## src/rtl/button_debouncer_if.sv

```systemverilog
// Button debouncer signal bundle: raw pin in, debounced level and press strobe out.
// Latency: none (wires only).  Backpressure: none; a level/strobe interface with no handshake.
// Ports: button_raw (pin, active-low), button_clean (debounced, active-low), press_pulse (1-cycle strobe).
interface button_debouncer_if;
   logic button_raw;
   logic button_clean;
   logic press_pulse;

   // master drives the pin and consumes the conditioned outputs
   modport master (output button_raw, input button_clean, input press_pulse);
   // slave is the debouncer itself
   modport slave  (input button_raw, output button_clean, output press_pulse);
endinterface

```

## src/rtl/button_debouncer.sv

```systemverilog
// Debounces an active-low asynchronous push button: 2-flop synchroniser plus per-edge stability counter.
// Latency: a raw step first sampled at edge E changes button_clean at edge E+DEBOUNCE_CYCLES+2.
// Backpressure: none; output is a registered level, press_pulse a one-cycle registered strobe.
// Ports: clk (posedge), rst (synchronous, active-low), btn.slave (button_raw in; button_clean,
//        press_pulse out). Macro BUTTON_DEBOUNCER_PRESS_PULSE_EN enables press_pulse; otherwise it is tied 0.
module button_debouncer #(
   parameter int DEBOUNCE_CYCLES = 1000000,
   parameter int CNT_WIDTH       = 20
) (
   input  logic                clk,
   input  logic                rst,
   button_debouncer_if.slave   btn
);

   typedef enum logic [1:0] {
      S_RELEASED     = 2'd0,
      S_WAIT_PRESS   = 2'd1,
      S_PRESSED      = 2'd2,
      S_WAIT_RELEASE = 2'd3
   } state_t;

   // Terminal count: the edge on which the candidate level has been seen DEBOUNCE_CYCLES+1 times in a row.
   localparam logic [CNT_WIDTH-1:0] CNT_LAST = CNT_WIDTH'(DEBOUNCE_CYCLES - 1);

   logic                 sync_q1;
   logic                 sync_q2;
   state_t               state_q;
   state_t               state_d;
   logic [CNT_WIDTH-1:0] cnt_q;
   logic [CNT_WIDTH-1:0] cnt_d;
   logic                 clean_q;
   logic                 clean_d;

   // Synchroniser resets to "released" so a held button is re-qualified after reset.
   always_ff @(posedge clk) begin
      if (!rst) begin
         sync_q1 <= 1'b1;
         sync_q2 <= 1'b1;
      end else begin
         sync_q1 <= btn.button_raw;
         sync_q2 <= sync_q1;
      end
   end

   always_ff @(posedge clk) begin
      if (!rst) begin
         state_q <= S_RELEASED;
         cnt_q   <= '0;
         clean_q <= 1'b1;
      end else begin
         state_q <= state_d;
         cnt_q   <= cnt_d;
         clean_q <= clean_d;
      end
   end

   always_comb begin
      state_d = state_q;
      cnt_d   = cnt_q;
      clean_d = clean_q;
      unique case (state_q)
         S_RELEASED: begin
            if (!sync_q2) begin
               state_d = S_WAIT_PRESS;
               cnt_d   = '0;
            end
         end
         S_WAIT_PRESS: begin
            if (sync_q2) begin
               // bounce: abandon the candidate press, count restarts next time
               state_d = S_RELEASED;
               cnt_d   = '0;
            end else if (cnt_q == CNT_LAST) begin
               state_d = S_PRESSED;
               clean_d = 1'b0;
               cnt_d   = '0;
            end else begin
               cnt_d = cnt_q + 1'b1;
            end
         end
         S_PRESSED: begin
            if (sync_q2) begin
               state_d = S_WAIT_RELEASE;
               cnt_d   = '0;
            end
         end
         S_WAIT_RELEASE: begin
            if (!sync_q2) begin
               state_d = S_PRESSED;
               cnt_d   = '0;
            end else if (cnt_q == CNT_LAST) begin
               state_d = S_RELEASED;
               clean_d = 1'b1;
               cnt_d   = '0;
            end else begin
               cnt_d = cnt_q + 1'b1;
            end
         end
         default: begin
            state_d = S_RELEASED;
            cnt_d   = '0;
         end
      endcase
   end

   assign btn.button_clean = clean_q;

`ifdef BUTTON_DEBOUNCER_PRESS_PULSE_EN
   logic pulse_q;

   // Strobe coincides with the 1->0 step of button_clean; releases never strobe.
   always_ff @(posedge clk) begin
      if (!rst) begin
         pulse_q <= 1'b0;
      end else begin
         pulse_q <= clean_q & ~clean_d;
      end
   end

   assign btn.press_pulse = pulse_q;
`else
   assign btn.press_pulse = 1'b0;
`endif

endmodule

```

## src/flat_wrapper.sv

```systemverilog
// flat-port wrapper written by rule: the top's interface ports become plain ports
module button_debouncer_flat 
#(
   parameter int DEBOUNCE_CYCLES = 1000000,
   parameter int CNT_WIDTH       = 20
)
  (clk, rst, btn_button_raw, btn_button_clean, btn_press_pulse);
  button_debouncer_if btn_i ();
  input  logic clk;
  input  logic rst;
  input wire logic [$bits(btn_i.button_raw)-1:0] btn_button_raw;
  output wire logic [$bits(btn_i.button_clean)-1:0] btn_button_clean;
  output wire logic [$bits(btn_i.press_pulse)-1:0] btn_press_pulse;
  assign btn_i.button_raw = btn_button_raw;
  assign btn_button_clean = btn_i.button_clean;
  assign btn_press_pulse = btn_i.press_pulse;
  button_debouncer #(.DEBOUNCE_CYCLES(DEBOUNCE_CYCLES), .CNT_WIDTH(CNT_WIDTH)) u_core (.clk(clk), .rst(rst), .btn(btn_i));
endmodule
```

## config.mk

```make
export PLATFORM = sky130hd
export DESIGN_NAME = button_debouncer_flat
export DESIGN_NICKNAME = d
export VERILOG_FILES = /design/src/rtl/button_debouncer_if.sv /design/src/rtl/button_debouncer.sv /design/src/flat_wrapper.sv
export SDC_FILE = /design/constraint.sdc
export NUM_CORES = 1
export LEC_CHECK = 0
export ABC_AREA = 1
export ABC_CLOCK_PERIOD_IN_PS = 1900
export CORE_MARGIN = 5
export CORE_UTILIZATION = 30
export DETAILED_ROUTE_END_ITERATION = 16
export PLACE_DENSITY_LB_ADDON = 0.08
export SKIP_LAST_GASP = 1
export SLEW_MARGIN = 20
export SYNTH_ARGS = -nofsm -noshare
export SYNTH_HDL_FRONTEND = slang
export SYNTH_SLANG_ARGS = --single-unit
```

## constraint.sdc

```tcl
create_clock -name clk -period 1.9 [get_ports clk]
set_input_delay 0.38 -clock clk [delete_from_list [all_inputs] [get_ports clk]]
set_output_delay 0.38 -clock clk [all_outputs]
set_load 0.005 [all_outputs]
```

==> reports/metrics.json <==
{
  "cap_violations": {"value": 0},
  "post_synth_xor_area_fraction": {"value": 1.14, "unit": "%"},
  "total_negative_slack": {"value": 0, "unit": "ns"},
  "detailed_route_drc_error_count": {"value": 0},
  "design.die.area": {"value": 6660, "unit": "sq um"},
  "critPathMaxFanout": {"value": 18},
  "cp_common_cell": {"value": "sky130_fd_sc_hd__nor2_1"},
  "power": {"value": 0.968, "unit": "mW"},
  "crit_slowest_cell": {"value": "sky130_fd_sc_hd__dfxtp_1"},
  "cts.sink_count": {"value": 25},
  "fin_cells": {"value": 301},
  "grt_max_degree": {"value": 20},
  "critical_path.max_stage_delay": {"value": 0.41, "unit": "ns"},
  "rsz0062_at_grt": {"value": "no"},
  "die_height": {"value": 81.6, "unit": "um"},
  "post_cts_hold_buffer_count": {"value": 0},
  "timing.setup.critical_path_class": {"value": "reg -> reg"},
  "post-place-cells": {"value": 297},
  "timing.critical_path.from": {"value": "u_core.cnt_q[0]$_SDFFE_PN0P_"},
  "htree_num_levels": {"value": 1},
  "placeableCoreArea": {"value": 5040, "unit": "sq um"},
  "clock_tree.buffer_depth": {"value": 2},
  "synthMostInstantiatedCell": {"value": "sky130_fd_sc_hd__nand2_1"},
  "io_pins": {"value": 5},
  "critPathArrivalTime": {"value": 1.79, "unit": "ns"},
  "critical_path_endpoint_category": {"value": "register"},
  "layout-drive-gt1-share": {"value": 16.9, "unit": "%"},
  "cp-start-kind": {"value": "register"},
  "fin_crit_sh": {"value": 83.0, "unit": "%"},
  "vias": {"value": 1382},
  "hold_depth": {"value": 1},
  "synth_simple_gate_area_share": {"value": 41.5, "unit": "%"},
  "via_count_of_the_first_global_routing_pass": {"value": 1390},
  "asyncSetResetFlopFracSynth": {"value": 0, "unit": "%"},
  "placement_rows": {"value": 26},
  "synth-compound-area-share": {"value": 15.1, "unit": "%"},
  "synthMuxAreaShare": {"value": 0, "unit": "%"},
  "timing.hold.worst.class": {"value": "reg -> reg"},
  "synth_cell_type_count": {"value": 30},
  "clock_insertion_delay_worst_skew": {"value": 0.27, "unit": "ns"},
  "area_delta_synth_final": {"value": 9.03, "unit": "%"},
  "grt_antenna_before_repair": {"value": 0},
  "avgSynthCellArea": {"value": 6.77, "unit": "sq um"},
  "post_cts.resized_instances": {"value": 0},
  "report.final.setup_viol": {"value": 0},
  "cell_breakdown_of_the_critical_path": {"value": "ha_1 > nand3_2 > nor2_4 > nand3_2 > nor2_4 > nor2_8 > nor2_1 > nor2_1 > nor2_1"},
  "n_fill_cell": {"value": 566},
  "ant_nets": {"value": 0},
  "reg2reg_start": {"value": "u_core.cnt_q[0]$_SDFFE_PN0P_"},
  "timing.reg2reg.setup_slack": {"value": 0.32, "unit": "ns"},
  "register_area": {"value": 500, "unit": "sq um"},
  "yosysWarnings": {"value": 0},
  "routed_wl_met2": {"value": 1740, "unit": "um"},
  "cts_root_buf": {"value": "sky130_fd_sc_hd__clkbuf_8"},
  "synth_top_family_by_area": {"value": "simple AND/OR/NAND/NOR gates"},
  "grt_usage": {"value": 12.8, "unit": "%"},
  "hold_viol": {"value": 0},
  "port_buffers": {"value": 3},
  "cp.required": {"value": 2.12, "unit": "ns"},
  "die_w": {"value": 81.6, "unit": "um"},
  "grt-ovfl-total": {"value": 0},
  "synth.yosys.seq_area_share": {"value": 32.5, "unit": "%"},
  "postCtsSetupBuffers": {"value": 0},
  "timing.final.max_slew_violations": {"value": 0},
  "timing.final.crit_period": {"value": 1.58, "unit": "ns"},
  "worstRegToRegCells": {"value": 9},
  "clk_pin_slew_worst_paths": {"value": 0.09, "unit": "ns"},
  "drt_pass1_iterations": {"value": 4},
  "synth.cells.most_frequent": {"value": "sky130_fd_sc_hd__nand2_1, sky130_fd_sc_hd__nor2_1, sky130_fd_sc_hd__dfxtp_1"},
  "metal3_wl": {"value": 75, "unit": "um"},
  "synth.net_count": {"value": 231},
  "yosys_register_bits": {"value": 25},
  "tritoncts": {"value": "done"},
  "n_antenna_cell": {"value": 0},
  "met1Wirelength": {"value": 1900, "unit": "um"},
  "total_leakage_power": {"value": 0.554, "unit": "nW"},
  "timing.hold.worst.start": {"value": "u_core.sync_q1$_SDFF_PN1_"},
  "final_nets": {"value": 236},
  "detailed_place_hpwl": {"value": 2760, "unit": "um"},
  "synth_top_area_share": {"value": 32.5, "unit": "%"},
  "timing.fmax": {"value": 0.634, "unit": "GHz"},
  "synthesized_area_fraction_occupied_by_adder_cells": {"value": 0.814, "unit": "%"},
  "avgViaCountPerCell": {"value": 4.59},
  "synth_edf_count": {"value": 0},
  "synthFlopType": {"value": "sky130_fd_sc_hd__dfxtp_1"},
  "drt-total-wl": {"value": 3740, "unit": "um"},
  "power.density": {"value": 577, "unit": "nW/um^2"},
  "numCtsBuffers": {"value": 3},
  "multi_input_gate_area": {"value": 903, "unit": "sq um"},
  "worst_setup_skew_after_layout": {"value": 0.00447, "unit": "ns"},
  "biggest_area_contributors_in_the_synthesized_netlist": {"value": "sky130_fd_sc_hd__dfxtp_1, sky130_fd_sc_hd__nand2_1, sky130_fd_sc_hd__nand3_1"},
  "grt_pass1_wl": {"value": 6590, "unit": "um"},
  "worst_ir_drop_vdd": {"value": 0.000322, "unit": "V"},
  "syn_area": {"value": 1540, "unit": "sq um"},
  "synth.largest_area_cell": {"value": "sky130_fd_sc_hd__dfxtp_1"},
  "drt_wl_cell": {"value": 12.4, "unit": "um"},
  "postSynthCellCount": {"value": 227},
  "gpl.final_weighted_congestion": {"value": 0.792},
  "highest-signal-layer": {"value": "met4"},
  "initial_utilization": {"value": 30.5, "unit": "%"},
  "outcome": {"value": "finished clean"},
  "drt-initial-drc-count": {"value": 58}
}
stage by stage:
step | setup slack [ns] | area, sq um | utilization [%] | hold slack [ns]
global placement | 0.338 | 1630 | 32.3 | 0.413
global route | 0.120 | 1680 | 33.3 | 0.464
detailed placement | 0.324 | 1630 | 32.3 | 0.406
finish | 0.323 | 1680 | 33.3 | 0.424
floorplan | 0.415 | 1540 | - | 0.393
CTS | 0.297 | 1680 | 33.3 | 0.432
cell families (layout without fill, tap and decap cells):
group,Yosys count,in the layout
AO/OA/AOI/OAI,36,36
XOR/XNOR,2,2
adder cells (fa/ha/maj),1,1
buffers and inverters,30,34
flip-flops,25,25
other,1,1
AND/OR/NAND/NOR,132,132
where the power goes:
part           switching [mW]  total (mW)  leakage (nW)  internal (mW)
registers             0.00777       0.540         0.202          0.532
logic                  0.0768       0.105         0.326         0.0286
clock network           0.175       0.322        0.0255          0.147
total                   0.260       0.968         0.554          0.708
worst min-delay path by stage:
stage	end	slack [ns]
2_1_floorplan	u_core.sync_q2$_SDFF_PN1_	0.39
3_3_place_gp	u_core.sync_q2$_SDFF_PN1_	0.41
3_5_place_dp	u_core.sync_q2$_SDFF_PN1_	0.41
4_1_cts	u_core.sync_q2$_SDFF_PN1_	0.43
5_1_grt	u_core.sync_q2$_SDFF_PN1_	0.46
6_report	u_core.sync_q2$_SDFF_PN1_	0.42
layout by cell type, fill, tap and decap left out, types with 4 or more instances in the layout:
cell type	netlist	routed
sky130_fd_sc_hd__nand3_2	4	4
sky130_fd_sc_hd__nor2_1	27	27
sky130_fd_sc_hd__nand4_1	4	4
sky130_fd_sc_hd__nand3_1	22	22
sky130_fd_sc_hd__nand2_1	54	54
sky130_fd_sc_hd__a21oi_2	8	8
sky130_fd_sc_hd__o21ai_0	14	14
sky130_fd_sc_hd__a21oi_1	9	9
sky130_fd_sc_hd__inv_1	22	22
sky130_fd_sc_hd__dfxtp_1	25	25
sky130_fd_sc_hd__nand2_2	8	8
layout make-up:
type,instances,area share (%)
Multi-Input combinational cell,172,53.9
Sequential cell,25,29.9
Inverter,25,5.60
Tap cell,70,5.22
Timing Repair Buffer,5,2.69
Clock buffer,3,2.46
Clock inverter,1,0.299
metal layers:
layer / global-route usage, % / up-vias
met5: 0 / -
li1: - / 738
met4: 2.16 / 0
met3: 2.63 / 2
met2: 22.6 / 10
met1: 16.1 / 632
registers in the layout, indices dropped and copies added (netlist names), named ones only:
register	cells
u_core.btn.button_clean	1
u_core.sync_q1	1
u_core.sync_q2	1
u_core.state_q	1
u_core.cnt_q	20
critical path, delay by kind of cell (launching register included):
kind | cells | cell delay [ns]
and+or+nand+nor | 8 | 0.88
DFF | 1 | 0.41
adders and majority gates | 1 | 0.23
(Power assumes the default switching activity.)
